[src/rtl/bm_infer_sched_if.sv]
// bm_infer_sched_if
//   Observation-in / result-out handshake bundle of the Bayesian machine
//   inference scheduler.
//   obs_valid/obs_ready/obs_data : requester -> scheduler job queue (36-bit job)
//   res_valid/res_ready/res_data : scheduler -> consumer result word (32-bit)
//   modport master : requester / consumer side
//   modport slave  : scheduler side
interface bm_infer_sched_if;
  logic        obs_valid;
  logic        obs_ready;
  logic [35:0] obs_data;
  logic        res_valid;
  logic        res_ready;
  logic [31:0] res_data;

  modport master (
    output obs_valid, obs_data, res_ready,
    input  obs_ready, res_valid, res_data
  );

  modport slave (
    input  obs_valid, obs_data, res_ready,
    output obs_ready, res_valid, res_data
  );
endinterface

[src/rtl/bm_infer_sched.sv]
// bm_infer_sched
//   Queues observation jobs and runs one read pass per observation block
//   (four per job) on the Bayesian stochastic/log machine, then shifts out
//   four 8-bit class counts and returns them as one 32-bit result word.
//
// Ports
//   clk, rst      clock; synchronous active-high reset
//   bus (slave)   obs_* job push channel, res_* result channel
//   busy          scheduler active or queue non-empty
//   bm_*          machine control pins and row/column address (registered)
//   bm_bit_out    per-class output bits sampled during readout
//
// Configuration
//   BM_SCHED_PERF_EN  adds perf_jobs (result handshakes) and perf_stall
//                     (DONE cycles with res_ready low), both saturating.
module bm_infer_sched #(
  parameter int FIFO_DEPTH   = 4,   // power of two, >= 2
  parameter int PULSE_CYCLES = 2    // 1..255
) (
  input  logic                   clk,
  input  logic                   rst,
  bm_infer_sched_if.slave        bus,
  output logic                   busy,
  output logic                   bm_csl,
  output logic                   bm_cwl,
  output logic                   bm_read_8,
  output logic                   bm_inference,
  output logic                   bm_read_out,
  output logic                   bm_load_mem,
  output logic                   bm_stoch_log,
  output logic [7:0]             bm_adr_col,
  output logic [7:0]             bm_adr_row,
  input  logic [3:0]             bm_bit_out
`ifdef BM_SCHED_PERF_EN
  ,
  output logic [15:0]            perf_jobs,
  output logic [15:0]            perf_stall
`endif
);

  localparam int           AW         = $clog2(FIFO_DEPTH);
  localparam logic [AW:0]  PTR_ONE    = (AW + 1)'(1);
  localparam logic [7:0]   PULSE_LAST = 8'(PULSE_CYCLES - 1);
  localparam logic [7:0]   WAIT_LAST  = 8'd2;
  localparam logic [7:0]   SHIFT_LAST = 8'd7;

  typedef enum logic [3:0] {
    IDLE, SETUP, PRECHARGE, PULSE, OFF, OUT_WAIT, OUT_SHIFT, ZERO, DONE
  } state_e;

  typedef struct packed {
    logic       csl;
    logic       cwl;
    logic       read_8;
    logic       inference;
    logic       read_out;
    logic       load_mem;
    logic       stoch_log;
    logic       res_valid;
    logic [7:0] adr_col;
    logic [7:0] adr_row;
  } pins_t;

  // Pin image for a given state; used on next-state values so the pins are
  // registered yet line up with the state they describe.
  function automatic pins_t decode(state_e s, logic [1:0] pass, logic [35:0] job);
    pins_t      p;
    logic [8:0] obs;
    logic       in_pass;
    logic       in_read;
    p       = '0;
    obs     = job[9*pass +: 9];
    in_pass = (s == SETUP) || (s == PRECHARGE) || (s == PULSE) || (s == OFF);
    in_read = (s == OUT_WAIT) || (s == OUT_SHIFT);
    p.csl   = (s == PRECHARGE);
    p.cwl   = (s == PRECHARGE) || (s == PULSE);
    // Mode pins rise at the first PRECHARGE and stay up across the later
    // SETUPs; inference joins at the first OFF.
    p.stoch_log = (in_pass && !(s == SETUP && pass == 2'd0)) || in_read;
    p.read_8    = p.stoch_log;
    p.inference = (in_pass && (pass != 2'd0 || s == OFF)) || in_read;
    p.read_out  = in_read;
    p.load_mem  = (s == ZERO);
    p.res_valid = (s == DONE);
    // Readout keeps the pass-3 address since pass stays at 3.
    if (in_pass || in_read) begin
      p.adr_col = {pass, 3'b000, obs[2:0]};
      p.adr_row = {2'b00, obs[8:3]};
    end
    return p;
  endfunction

  state_e      state_q, state_d;
  logic [1:0]  pass_q, pass_d;
  logic [7:0]  cnt_q, cnt_d;
  logic [35:0] job_q, job_d;
  logic [31:0] res_q, res_d;
  logic [AW:0] wr_ptr_q, wr_ptr_d, rd_ptr_q, rd_ptr_d;
  pins_t       pins_q;
  logic        busy_q;
  logic [35:0] fifo_mem [FIFO_DEPTH];
  logic        full, empty, push, pop;

  assign full          = (wr_ptr_q[AW] != rd_ptr_q[AW]) &&
                         (wr_ptr_q[AW-1:0] == rd_ptr_q[AW-1:0]);
  assign empty         = (wr_ptr_q == rd_ptr_q);
  assign bus.obs_ready = !full && !rst;
  assign push          = bus.obs_valid && bus.obs_ready;

  always_comb begin
    // NOTE: every signal assigned here gets a default first, so no path
    // leaves it unassigned and no latch is inferred.
    state_d = state_q;
    pass_d  = pass_q;
    cnt_d   = cnt_q;
    job_d   = job_q;
    res_d   = res_q;
    pop     = 1'b0;
    unique case (state_q)
      IDLE: if (!empty) begin
        pop     = 1'b1;
        job_d   = fifo_mem[rd_ptr_q[AW-1:0]];
        pass_d  = 2'd0;
        res_d   = '0;
        state_d = SETUP;
      end
      SETUP:     state_d = PRECHARGE;
      PRECHARGE: begin
        state_d = PULSE;
        cnt_d   = '0;
      end
      PULSE: if (cnt_q == PULSE_LAST) begin
        state_d = OFF;
        cnt_d   = '0;
      end else begin
        cnt_d = cnt_q + 8'd1;
      end
      OFF: if (pass_q != 2'd3) begin
        pass_d  = pass_q + 2'd1;
        state_d = SETUP;
      end else begin
        state_d = OUT_WAIT;
        cnt_d   = '0;
      end
      OUT_WAIT: if (cnt_q == WAIT_LAST) begin
        state_d = OUT_SHIFT;
        cnt_d   = '0;
      end else begin
        cnt_d = cnt_q + 8'd1;
      end
      OUT_SHIFT: begin
        // First bit shifted in ends up in bit 7 of each class byte.
        for (int k = 0; k < 4; k++) begin
          res_d[8*k +: 8] = {res_q[8*k +: 7], bm_bit_out[k]};
        end
        if (cnt_q == SHIFT_LAST) begin
          state_d = ZERO;
          cnt_d   = '0;
        end else begin
          cnt_d = cnt_q + 8'd1;
        end
      end
      ZERO: state_d = DONE;
      DONE: if (bus.res_ready) state_d = IDLE;
      default: state_d = IDLE;
    endcase
    wr_ptr_d = push ? wr_ptr_q + PTR_ONE : wr_ptr_q;
    rd_ptr_d = pop  ? rd_ptr_q + PTR_ONE : rd_ptr_q;
  end

  always_ff @(posedge clk) begin
    // NOTE: state is updated with non-blocking assignments only, so every
    // register samples pre-edge values regardless of statement order.
    if (rst) begin
      state_q  <= IDLE;
      pass_q   <= '0;
      cnt_q    <= '0;
      job_q    <= '0;
      res_q    <= '0;
      wr_ptr_q <= '0;
      rd_ptr_q <= '0;
      pins_q   <= '0;
      busy_q   <= 1'b0;
    end else begin
      state_q  <= state_d;
      pass_q   <= pass_d;
      cnt_q    <= cnt_d;
      job_q    <= job_d;
      res_q    <= res_d;
      wr_ptr_q <= wr_ptr_d;
      rd_ptr_q <= rd_ptr_d;
      pins_q   <= decode(state_d, pass_d, job_d);
      busy_q   <= (state_d != IDLE) || (wr_ptr_d != rd_ptr_d);
    end
  end

  // NOTE: queue storage has no reset; the pointers alone say which entries
  // are live, so clearing the array would only cost reset fan-out.
  always_ff @(posedge clk) begin
    if (push) fifo_mem[wr_ptr_q[AW-1:0]] <= bus.obs_data;
  end

  assign bus.res_valid = pins_q.res_valid;
  assign bus.res_data  = res_q;
  assign busy          = busy_q;
  assign bm_csl        = pins_q.csl;
  assign bm_cwl        = pins_q.cwl;
  assign bm_read_8     = pins_q.read_8;
  assign bm_inference  = pins_q.inference;
  assign bm_read_out   = pins_q.read_out;
  assign bm_load_mem   = pins_q.load_mem;
  assign bm_stoch_log  = pins_q.stoch_log;
  assign bm_adr_col    = pins_q.adr_col;
  assign bm_adr_row    = pins_q.adr_row;

`ifdef BM_SCHED_PERF_EN
  logic [15:0] perf_jobs_q, perf_stall_q;

  always_ff @(posedge clk) begin
    if (rst) begin
      perf_jobs_q  <= '0;
      perf_stall_q <= '0;
    end else if (state_q == DONE) begin
      if (bus.res_ready) begin
        if (perf_jobs_q != 16'hFFFF) perf_jobs_q <= perf_jobs_q + 16'd1;
      end else begin
        if (perf_stall_q != 16'hFFFF) perf_stall_q <= perf_stall_q + 16'd1;
      end
    end
  end

  assign perf_jobs  = perf_jobs_q;
  assign perf_stall = perf_stall_q;
`endif

endmodule

[src/flat_wrapper.sv]
// flat-port wrapper written by rule: the top's interface ports become plain ports
module bm_infer_sched_flat 
#(
  parameter int FIFO_DEPTH   = 4,                        
  parameter int PULSE_CYCLES = 2             
)
  (clk, rst, busy, bm_csl, bm_cwl, bm_read_8, bm_inference, bm_read_out, bm_load_mem, bm_stoch_log, bm_adr_col, bm_adr_row, bm_bit_out, bus_obs_valid, bus_obs_data, bus_res_ready, bus_obs_ready, bus_res_valid, bus_res_data);
  bm_infer_sched_if bus_i ();
  input  logic clk;
  input  logic rst;
  output logic busy;
  output logic bm_csl;
  output logic bm_cwl;
  output logic bm_read_8;
  output logic bm_inference;
  output logic bm_read_out;
  output logic bm_load_mem;
  output logic bm_stoch_log;
  output logic [7:0] bm_adr_col;
  output logic [7:0] bm_adr_row;
  input  logic [3:0] bm_bit_out;
  input wire logic [$bits(bus_i.obs_valid)-1:0] bus_obs_valid;
  input wire logic [$bits(bus_i.obs_data)-1:0] bus_obs_data;
  input wire logic [$bits(bus_i.res_ready)-1:0] bus_res_ready;
  output wire logic [$bits(bus_i.obs_ready)-1:0] bus_obs_ready;
  output wire logic [$bits(bus_i.res_valid)-1:0] bus_res_valid;
  output wire logic [$bits(bus_i.res_data)-1:0] bus_res_data;
  assign bus_i.obs_valid = bus_obs_valid;
  assign bus_i.obs_data = bus_obs_data;
  assign bus_i.res_ready = bus_res_ready;
  assign bus_obs_ready = bus_i.obs_ready;
  assign bus_res_valid = bus_i.res_valid;
  assign bus_res_data = bus_i.res_data;
  bm_infer_sched #(.FIFO_DEPTH(FIFO_DEPTH), .PULSE_CYCLES(PULSE_CYCLES)) u_core (.clk(clk), .rst(rst), .bus(bus_i), .busy(busy), .bm_csl(bm_csl), .bm_cwl(bm_cwl), .bm_read_8(bm_read_8), .bm_inference(bm_inference), .bm_read_out(bm_read_out), .bm_load_mem(bm_load_mem), .bm_stoch_log(bm_stoch_log), .bm_adr_col(bm_adr_col), .bm_adr_row(bm_adr_row), .bm_bit_out(bm_bit_out));
endmodule
[config.mk]
export PLATFORM = sky130hd
export DESIGN_NAME = bm_infer_sched_flat
export DESIGN_NICKNAME = d
export VERILOG_FILES = /design/src/rtl/bm_infer_sched_if.sv /design/src/rtl/bm_infer_sched.sv /design/src/flat_wrapper.sv
export SDC_FILE = /design/constraint.sdc
export NUM_CORES = 1
export LEC_CHECK = 0
export CAP_MARGIN = 20
export CORE_MARGIN = 3
export CORE_UTILIZATION = 59
export CTS_BUF_LIST = sky130_fd_sc_hd__clkbuf_4
export DETAILED_ROUTE_END_ITERATION = 7
export PLACE_DENSITY = 0.82
export SETUP_SLACK_MARGIN = 0.02
export SKIP_CTS_REPAIR_TIMING = 1
export SYNTH_ARGS = -nofsm -noshare
export SYNTH_HDL_FRONTEND = slang
export SYNTH_SLANG_ARGS = --single-unit
[constraint.sdc]
create_clock -name clk -period 3.5 [get_ports clk]
set_clock_uncertainty 0.15 [all_clocks]
set_input_delay 1.05 -clock clk [delete_from_list [all_inputs] [get_ports clk]]
set_output_delay 1.05 -clock clk [all_outputs]
set_load 0.02 [all_outputs]
==> run summary, run 1 <==
status = completed
Core Area = 16,200 µm²
crit share post-route = 0.915
I/O pins = 102
Net Switching = 2.68 mW
post-synthesis cell area = 9900 µm²
Lkg Pwr = 4.09 nW
min-delay worst type = reg -> reg
EDFF count, synth = 144
P_int = 5.58 mW
num rows = 46
crit-path max FO = 6
Max Slew Vio Count = 0
Fin. Hold Viols = 0
R2R cell count = 6
Mapped Cells = 753
CTS buffer count = 59
Yosys reg bits = 251
Placed Area = 11,000 µm²
TritonCTS clock tree = done
Initial Util = 0.612
Combinational Power Share = 0.287
Startpoint Class = register
most common cell after layout, fill and taps aside = edfxtp_1
Slew headroom = 0.299
final instance area = 11,800 µm²
Nets = 926
Slowest-stage cell, CP = xnor2_1
Buf/Inv on CP = 1
CTS sink count = 251
residual DRC count = 0
Reg power frac = 0.432
CP Cell Sequence = xnor2_1, a31oi_2, dlymetal6s2s_1
Die Y = 136 µm
fill count = 1,074
Data required, critical path = 2.30 ns
Longest Clk Path Bufs = 3
Final setup viols = 0
Synth warnings = 0
via count of the routed design = 6,546
DR pass1 iterations = 5
Reg clk slew, reported paths = 0.07 ns
vias in the first global route = 6,634
PwrDens = 699 nW/µm²
GRT overflow = 0
Seq/Total Area, Yosys = 0.653
most frequent cells in the layout = 144 x edfxtp_1, 106 x nand2_1, 106 x dfxtp_1, 94 x clkdlybuf4s50_1, 93 x clkbuf_4
clock share of power = 0.281
# H-tree levels = 2
PortBufs = 96
Clock Latency Late Sink = 0.70 ns
share of layout cells above drive strength 1 = 0.193
max-cap check violation count = 0
synth-to-layout area growth = 19.4%
cell family with most CP delay = XOR/XNOR gates
Worst path max stage delay = 0.47 ns
n_diodes = 0
Critical Path End Type = primary output
antenna-violating nets left = 0
first-pass GRT wire length = 32,500 µm
GRT Util Overall = 0.223
Top FF cell, synth = edfxtp_1
worst vdd ir = 0.000404 V
Die Area = 18,400 µm²
crit path DAT = 2.00 ns
antenna violations before repair = 0
routability cong. = 0.901
Yosys cell types = 56
largest net degree at the start of global routing = 99
Least-Margin Pin Slew = 1.05 ns
hold depth = 2
final cell count without fillers = 1,140
Die Wd = 136 µm
Vias/cell = 5.74
Fmax = 0.312 GHz
placed cell count = 1,027
WP depth = 3
final WL = 20,100 µm
asr flop ratio synth = 0
total power = 8.26 mW
starting DRC count in detailed routing = 413
WL/cell = 17.7 µm
utilization after layout = 0.731
minimum clock period = 3.20 ns
Clock Tree Root = clkbuf_4
RSZ-0062 raised after global routing = no
Net Sw Frac = 0.324
kind of critical path = reg -> out
dpl hpwl = 12,600 µm
Avg Inst Size Synth = 13.1 µm²
cell type report:
cell class	instances	area, µm²	share of cell area
Clock buffer	93	698	0.0591
Tap cell	216	270	0.0229
Clock inverter	18	80.1	0.00678
Inverter	8	33.8	0.00286
Timing Repair Buffer	113	1100	0.0927
Multi-Input combinational cell	441	3170	0.268
Sequential cell	251	6470	0.547
cell families (layout without fill, tap and decap cells):
logic type / Yosys count / count (layout) / synth area share
DFF: 251 / 251 / 0.653
and+or+nand+nor: 231 / 231 / 0.110
AOI/OAI and AO/OA: 131 / 131 / 0.0866
buffers and inverters: 65 / 232 / 0.0295
muxes: 51 / 51 / 0.0971
xor gates and xnor gates: 15 / 15 / 0.0133
adders and majority gates: 8 / 8 / 0.0101
other: 1 / 5 / 0.000379
through the flow:
stage / setup TNS, ns / setup WS, ns / hold WS [ns]
after detailed placement: 0 / 0.0873 / 0.300
after CTS: -0.133 / -0.133 / 0.308
after global placement: 0 / 0.117 / 0.292
after floorplan: 0 / 0.216 / 0.282
after global routing: 0 / 0.248 / 0.332
final: 0 / 0.298 / 0.309
per-layer routing:
layer | part of all wire | vias to the layer above | global-route usage
met5 | 0 | - | 0
met1 | 0.41 | 3208 | 0.283
met2 | 0.50 | 229 | 0.376
met3 | 0.061 | 47 | 0.0472
met4 | 0.026 | 0 | 0.0924
li1 | - | 3062 | -
synth_stat cells, drive strengths merged, types with 3 or more instances:
| cell type | number | area [µm²] |
|---|---|---|
| and2 | 5 | 31.3 |
| buf | 27 | 149 |
| ha | 8 | 100 |
| nand3 | 35 | 175 |
| xor2 | 10 | 87.6 |
| a21o | 4 | 30.0 |
| o21ai | 3 | 15.0 |
| nor3b | 3 | 22.5 |
| dfxtp | 107 | 2140 |
| a211oi | 15 | 148 |
| clkbuf | 30 | 113 |
| inv | 8 | 30.0 |
| mux4 | 36 | 811 |
| o221a | 6 | 67.6 |
| xnor2 | 5 | 43.8 |
| edfxtp | 144 | 4320 |
| nor2 | 33 | 124 |
| and3 | 8 | 50.1 |
| nand2 | 106 | 398 |
| nand2b | 9 | 56.3 |
| a21oi | 79 | 395 |
| a311o | 3 | 30.0 |
| nor3 | 10 | 55.1 |
| nor2b | 3 | 18.8 |
| or2 | 3 | 18.8 |
| mux2i | 15 | 150 |
| a31oi | 5 | 31.3 |
| nand4 | 5 | 31.3 |
flip-flops by register name, indices dropped and copies added, names as in the netlist:
name and count:
u_core.job_q 36, u_core.wr_ptr_q 3, u_core.rd_ptr_q 3, u_core.pass_q 2, u_core.bm_read_out 1, u_core.bm_adr_row 6
u_core.fifo_mem 144, u_core.bm_read_8 1, u_core.busy 1, u_core.bm_inference 1, u_core.bus.res_valid 1, u_core.bm_cwl 1
u_core.cnt_q 8, u_core.state_q 4, u_core.bm_adr_col 5, u_core.bm_load_mem 1, u_core.bm_csl 1, u_core.bus.res_data 32
worst min-delay path, cell delays in order (launching register included):
cell	delay (ns)
dfxtp_1	0.31
nand2_1	0.05
a21oi_1	0.05
power groups by stage:
stage | Clock, mW | Sequential, mW | Combinational, mW
after global routing | 2.54 | 3.59 | 2.57
after floorplan | 0 | 3.62 | 1.69
after CTS | 2.39 | 3.56 | 2.34
after detailed placement | 0 | 3.63 | 2.33
final | 2.32 | 3.56 | 2.37
after global placement | 0 | 3.61 | 2.25
worst paths after layout:
check | from | end | slack (ns)
max | u_core.wr_ptr_q[0] | bus_obs_ready | 0.30
min | u_core.job_q[0] | u_core.job_q[0] | 0.31
max reg2reg | u_core.wr_ptr_q[0] | u_core.bm_adr_row[4] | 0.84
min reg2reg | u_core.job_q[0] | u_core.job_q[0] | 0.31
No activity file was read; power rests on OpenSTA's default activity.
==> run 2, diff against run 1 <==
--- a/config.mk
+++ b/config.mk
@@ -7,10 +7,10 @@
 export LEC_CHECK = 0
 export CAP_MARGIN = 20
 export CORE_MARGIN = 3
-export CORE_UTILIZATION = 59
+export CORE_UTILIZATION = 63
 export CTS_BUF_LIST = sky130_fd_sc_hd__clkbuf_4
 export DETAILED_ROUTE_END_ITERATION = 7
-export PLACE_DENSITY = 0.82
+export PLACE_DENSITY = 0.87
 export SETUP_SLACK_MARGIN = 0.02
 export SKIP_CTS_REPAIR_TIMING = 1
 export SYNTH_ARGS = -nofsm -noshare
==> constraint.sdc (replaced) <==
create_clock -name clk -period 3.7 [get_ports clk]
set_clock_uncertainty 0.15 [all_clocks]
set_input_delay 1.11 -clock clk [delete_from_list [all_inputs] [get_ports clk]]
set_output_delay 1.11 -clock clk [all_outputs]
set_load 0.01 [all_outputs]
==> run 2 against run 1 <==
Net effect: worst setup slack worse by 0.099 ns; clock power down 4%; sequential power down 5%; critical path type unchanged.
==> run summary, run 2 (same netlist as run 1, synthesis figures left out) <==
status = completed (unchanged)
Reg clk slew, reported paths = 0.07 ns (about the same)
TritonCTS clock tree = done (unchanged)
final hold slack = 0.309 ns (about the same)
num rows = 45 (was 46)
Routed met1 length = 7860 µm (was 8300 µm)
# H-tree levels = 2 (unchanged)
Vias/cell = 5.80 (was 5.74)
Fin. Hold Viols = 0 (unchanged)
n_diodes = 0 (unchanged)
CTS sink count = 251 (unchanged)
Final setup viols = 0 (unchanged)
vias in the first global route = 6,742 (was 6,634)
dpl hpwl = 12,400 µm (was 12,600 µm)
Die Wd = 131 µm (was 136 µm)
Data required, critical path = 2.44 ns (was 2.30 ns)
Net Sw Frac = 0.315 (was 0.324)
max layer used = met4 (unchanged)
Slew headroom = 0.302 (was 0.299)
PortBufs = 96 (unchanged)
Least-Margin Pin Slew = 1.05 ns (about the same)
Clock Latency Late Sink = 0.68 ns (was 0.70 ns)
Fmax = 0.286 GHz
max-cap check violation count = 0 (unchanged)
routability cong. = 0.858 (was 0.901)
Combinational Power Share = 0.281 (was 0.287)
antenna violations before repair = 0 (unchanged)
via count of the routed design = 6,550 (was 6,546)
worst vdd ir = 0.000450 V (was 0.000404 V)
DR pass1 iterations = 6 (was 5)
starting DRC count in detailed routing = 565 (was 413)
WL met2 = 10,200 µm (was 10,100 µm)
Nets = 925 (was 926)
Critical Path End Type = primary output (unchanged)
crit path DAT = 2.24 ns (was 2.00 ns)
setup TNS = 0 ns (unchanged)
CTS buffer count = 59 (unchanged)
Initial Util = 0.649 (was 0.612)
RSZ-0062 raised after global routing = no (unchanged)
P_int = 5.33 mW (was 5.58 mW)
final WL = 20,000 µm (was 20,100 µm)
crit-path max FO = 6 (unchanged)
Net Switching = 2.45 mW (was 2.68 mW)
Longest Clk Path Bufs = 3 (unchanged)
Worst Slack Setup Final = 0.199 ns (was 0.298 ns)
min-delay worst type = reg -> reg (unchanged)
Lkg Pwr = 4.09 nW (about the same)
total power = 7.78 mW (was 8.26 mW)
I/O pins = 102 (unchanged)
placed cell count = 1,021 (was 1,027)
first-pass GRT wire length = 32,500 µm (about the same)
Startpoint Class = register (unchanged)
Reg power frac = 0.433 (was 0.432)
antenna-violating nets left = 0 (unchanged)
share of layout cells above drive strength 1 = 0.196 (was 0.193)
Die Area = 17,200 µm² (was 18,400 µm²)
Max Slew Vio Count = 0 (unchanged)
minimum clock period = 3.50 ns
final cell count without fillers = 1,130 (was 1,140)
worst slack at placement = 0.275 ns (was 0.0873 ns)
Core Area = 15,300 µm² (was 16,200 µm²)
fill count = 932 (was 1,074)
GRT overflow = 0 (unchanged)
synth-to-layout area growth = 19.3% (was 19.4%)
GRT Util Overall = 0.231 (was 0.223)
Clock Tree Root = clkbuf_4 (unchanged)
clock share of power = 0.286 (was 0.281)
residual DRC count = 0 (unchanged)
wire length on met3 = 1300 µm (was 1220 µm)
kind of critical path = reg -> out (unchanged)
Die Y = 131 µm (was 136 µm)
max FFs per register = 144 (unchanged)
most frequent cells in the layout = 144 x edfxtp_1, 106 x nand2_1, 106 x dfxtp_1, 99 x clkbuf_4, 95 x clkdlybuf4s50_1 (was 144 x edfxtp_1, 106 x nand2_1, 106 x dfxtp_1, 94 x clkdlybuf4s50_1, 93 x clkbuf_4)
WL/cell = 17.7 µm (about the same)
crit share post-route = 0.946
PwrDens = 659 nW/µm² (was 699 nW/µm²)
most common cell after layout, fill and taps aside = edfxtp_1 (unchanged)
largest net degree at the start of global routing = 99 (unchanged)
[run 2: final timing paths]
check | from | to | slack, ns | cells after the start
max | u_core.wr_ptr_q[0] | bus_obs_ready | 0.20 | 3
min | u_core.job_q[12] | u_core.job_q[12] | 0.31 | 2
max reg2reg | u_core.state_q[0] | u_core.bm_inference | 0.67 | 7
min reg2reg | u_core.job_q[12] | u_core.job_q[12] | 0.31 | 2
[run 2: worst max-delay path, stage by stage (launching register included)]
cell	delay (ns)
dfxtp_1	0.37
xnor2_1	0.46
a31oi_2	0.22
clkdlybuf4s50_1	0.53
[run 2: cell type report]
class | instances | area (µm²) | share of cell area
flip-flops and latches | 251 | 6470 | 0.548
multi-input cells | 441 | 3170 | 0.269
repair buffers | 112 | 1090 | 0.0920
clock buffers | 99 | 743 | 0.0630
well taps | 211 | 264 | 0.0224
clock inverters | 8 | 41.3 | 0.00350
inverters | 8 | 30.0 | 0.00254
[run 2: power by group through the flow]
| stage | clock (mW) | combinational (mW) | sequential [mW] |
|---|---|---|---|
| 3_5_place_dp | 0 | 2.14 | 3.43 |
| 4_1_cts | 2.28 | 2.15 | 3.37 |
| 2_1_floorplan | 0 | 1.59 | 3.39 |
| 3_3_place_gp | 0 | 2.07 | 3.41 |
| 5_1_grt | 2.42 | 2.38 | 3.39 |
| 6_report | 2.23 | 2.18 | 3.37 |
[run 2: layer usage]
metal | vias to the layer above | global-route usage
li1 | 3056 | -
met1 | 3193 | 0.281
met2 | 251 | 0.397
met3 | 50 | 0.0547
met4 | 0 | 0.104
met5 | - | 0
[run 2: per-stage QoR]
step,area (µm²),util
2_1_floorplan,9910,-
3_3_place_gp,11000,0.721
3_5_place_dp,11000,0.721
4_1_cts,11800,0.772
5_1_grt,11800,0.774
6_report,11800,0.774
==> run 3, diff against run 2 <==
--- a/config.mk
+++ b/config.mk
@@ -10,6 +10,7 @@
 export CORE_UTILIZATION = 63
 export CTS_BUF_LIST = sky130_fd_sc_hd__clkbuf_4
 export DETAILED_ROUTE_END_ITERATION = 7
+export GPL_ROUTABILITY_DRIVEN = 0
 export PLACE_DENSITY = 0.87
 export SETUP_SLACK_MARGIN = 0.02
 export SKIP_CTS_REPAIR_TIMING = 1
==> run 3 against run 2 <==
Net effect: cell area barely moved; global-route usage rose by 0.34 points; flip-flop and latch count did not move; sequential share of layout area barely moved; largest power group unchanged; routed wire length rose by 0.49%; clock power barely moved; register-to-register slack improved by 0.11 ns; die area did not move; worst setup slack got worse by 0.025 ns; highest routed layer unchanged.
==> run summary, run 3 (same netlist as run 1, synthesis figures left out) <==
status = completed (unchanged)
final WL = 20,100 µm (was 20,000 µm)
Initial Util = 0.649 (unchanged)
synth-to-layout area growth = 19.3% (about the same)
crit-path max FO = 8 (was 6)
Max Slew Vio Count = 0 (unchanged)
Longest Clk Path Bufs = 3 (unchanged)
Final setup viols = 0 (unchanged)
CP Cell Sequence = xnor2_1, a31oi_2, clkdlybuf4s50_1 (unchanged)
minimum clock period = 3.53 ns (was 3.50 ns)
Reg clk slew, reported paths = 0.06 ns (was 0.07 ns)
Die Area = 17,200 µm² (unchanged)
max FFs per register = 144 (unchanged)
residual DRC count = 0 (unchanged)
R2R cell count = 7 (unchanged)
largest net degree at the start of global routing = 99 (unchanged)
num rows = 45 (unchanged)
worst vdd ir = 0.000488 V (was 0.000450 V)
RSZ-0062 raised after global routing = no (unchanged)
cell family with most CP delay = buffers and inverters (unchanged)
Die Y = 131 µm (unchanged)
hold depth = 2 (unchanged)
crit share post-route = 0.953 (was 0.946)
# H-tree levels = 2 (unchanged)
kind of critical path = reg -> out (unchanged)
most frequent cells in the layout = 144 x edfxtp_1, 106 x nand2_1, 106 x dfxtp_1, 95 x clkbuf_4, 95 x clkdlybuf4s50_1 (was 144 x edfxtp_1, 106 x nand2_1, 106 x dfxtp_1, 99 x clkbuf_4, 95 x clkdlybuf4s50_1)
first-pass GRT wire length = 32,800 µm (was 32,500 µm)
WL met2 = 10,400 µm (was 10,200 µm)
n_diodes = 0 (unchanged)
WP depth = 3 (unchanged)
Data required, critical path = 2.44 ns (about the same)
Core Area = 15,300 µm² (unchanged)
CTS buffer count = 60 (was 59)
Routed met1 length = 7820 µm (was 7860 µm)
Least-Margin Pin Slew = 1.03 ns (was 1.05 ns)
antenna-violating nets left = 0 (unchanged)
Startpoint Class = register (unchanged)
share of layout cells above drive strength 1 = 0.192 (was 0.196)
TritonCTS clock tree = done (unchanged)
PortBufs = 96 (unchanged)
Vias/cell = 5.78 (was 5.80)
Fmax = 0.284 GHz (was 0.286 GHz)
CTS sink count = 251 (unchanged)
Buf/Inv on CP = 1 (unchanged)
area of the multi-input gates = 3170 µm² (unchanged)
Die Wd = 131 µm (unchanged)
crit path DAT = 2.27 ns (was 2.24 ns)
max-cap check violation count = 0 (unchanged)
final instance area = 11,800 µm² (about the same)
antenna violations before repair = 0 (unchanged)
Slew headroom = 0.312 (was 0.302)
Clock Latency Late Sink = 0.69 ns (was 0.68 ns)
Storage cell area = 6470 µm² (unchanged)
dpl hpwl = 12,400 µm (about the same)
WL/cell = 17.7 µm (about the same)
DR pass1 iterations = 6 (unchanged)
Lkg Pwr = 4.09 nW (about the same)
Slowest-stage cell, CP = clkdlybuf4s50_1 (unchanged)
GRT overflow = 0 (unchanged)
Nets = 926 (was 925)
Fin. Hold Viols = 0 (unchanged)
starting DRC count in detailed routing = 557 (was 565)
Critical Path End Type = primary output (unchanged)
Worst path max stage delay = 0.60 ns (was 0.53 ns)
I/O pins = 102 (unchanged)
Placed Area = 11,000 µm² (unchanged)
min-delay worst type = reg -> reg (unchanged)
vias in the first global route = 6,734 (was 6,742)
GRT Util Overall = 0.235 (was 0.231)
wire length on met3 = 1310 µm (was 1300 µm)
setup TNS = 0 ns (unchanged)
Clock Tree Root = clkbuf_4 (unchanged)
PwrDens = 656 nW/µm² (was 659 nW/µm²)
via count of the routed design = 6,558 (was 6,550)
fill count = 905 (was 932)
max layer used = met4 (unchanged)
most common cell after layout, fill and taps aside = edfxtp_1 (unchanged)
-- run 3: worst min-delay path, stage by stage, from the launching register on --
cell and delay, ns:
dfxtp_1 0.31, nand2_1 0.05, a21oi_1 0.05
-- run 3: area by class of cell --
type	instances	area share
multi-input combinational	441	0.269
clock buffer	95	0.0604
tap	211	0.0224
inverter	8	0.00254
sequential	251	0.548
clock inverter	16	0.00615
timing repair buffer	112	0.0920
-- run 3: layer usage --
layer	global-route usage	up-vias
met5	0	-
met4	0.110	0
met3	0.0559	58
met2	0.409	276
met1	0.277	3170
li1	-	3054
-- run 3: path summary, 6_finish.rpt --
| check | start | to | slack (ns) |
|---|---|---|---|
| max | u_core.wr_ptr_q[1] | bus_obs_ready | 0.17 |
| max reg2reg | u_core.state_q[2] | u_core.busy | 0.78 |
| min reg2reg | u_core.job_q[2] | u_core.job_q[2] | 0.31 |
| min | u_core.job_q[2] | u_core.job_q[2] | 0.31 |
-- run 3: stage by stage --
| step | instances | hold WS [ns] | total power, mW | util | setup WS, ns |
|---|---|---|---|---|---|
| 2_1_floorplan | 757 | 0.282 | 4.98 | - | 0.298 |
| 3_3_place_gp | 1021 | 0.291 | 5.47 | 0.721 | 0.274 |
| 3_5_place_dp | 1021 | 0.298 | 5.57 | 0.721 | 0.241 |
| 4_1_cts | 1132 | 0.308 | 7.78 | 0.772 | 0.0476 |
| 5_1_grt | 1134 | 0.325 | 8.18 | 0.774 | 0.0738 |
| 6_report | 1134 | 0.306 | 7.75 | 0.774 | 0.174 |
-- run 3: power breakdown --
part           internal (mW)  leakage (nW)  switching (mW)
combinational          0.913          1.44            1.27
clock                   1.17         0.472            1.03
sequential              3.22          2.18           0.153
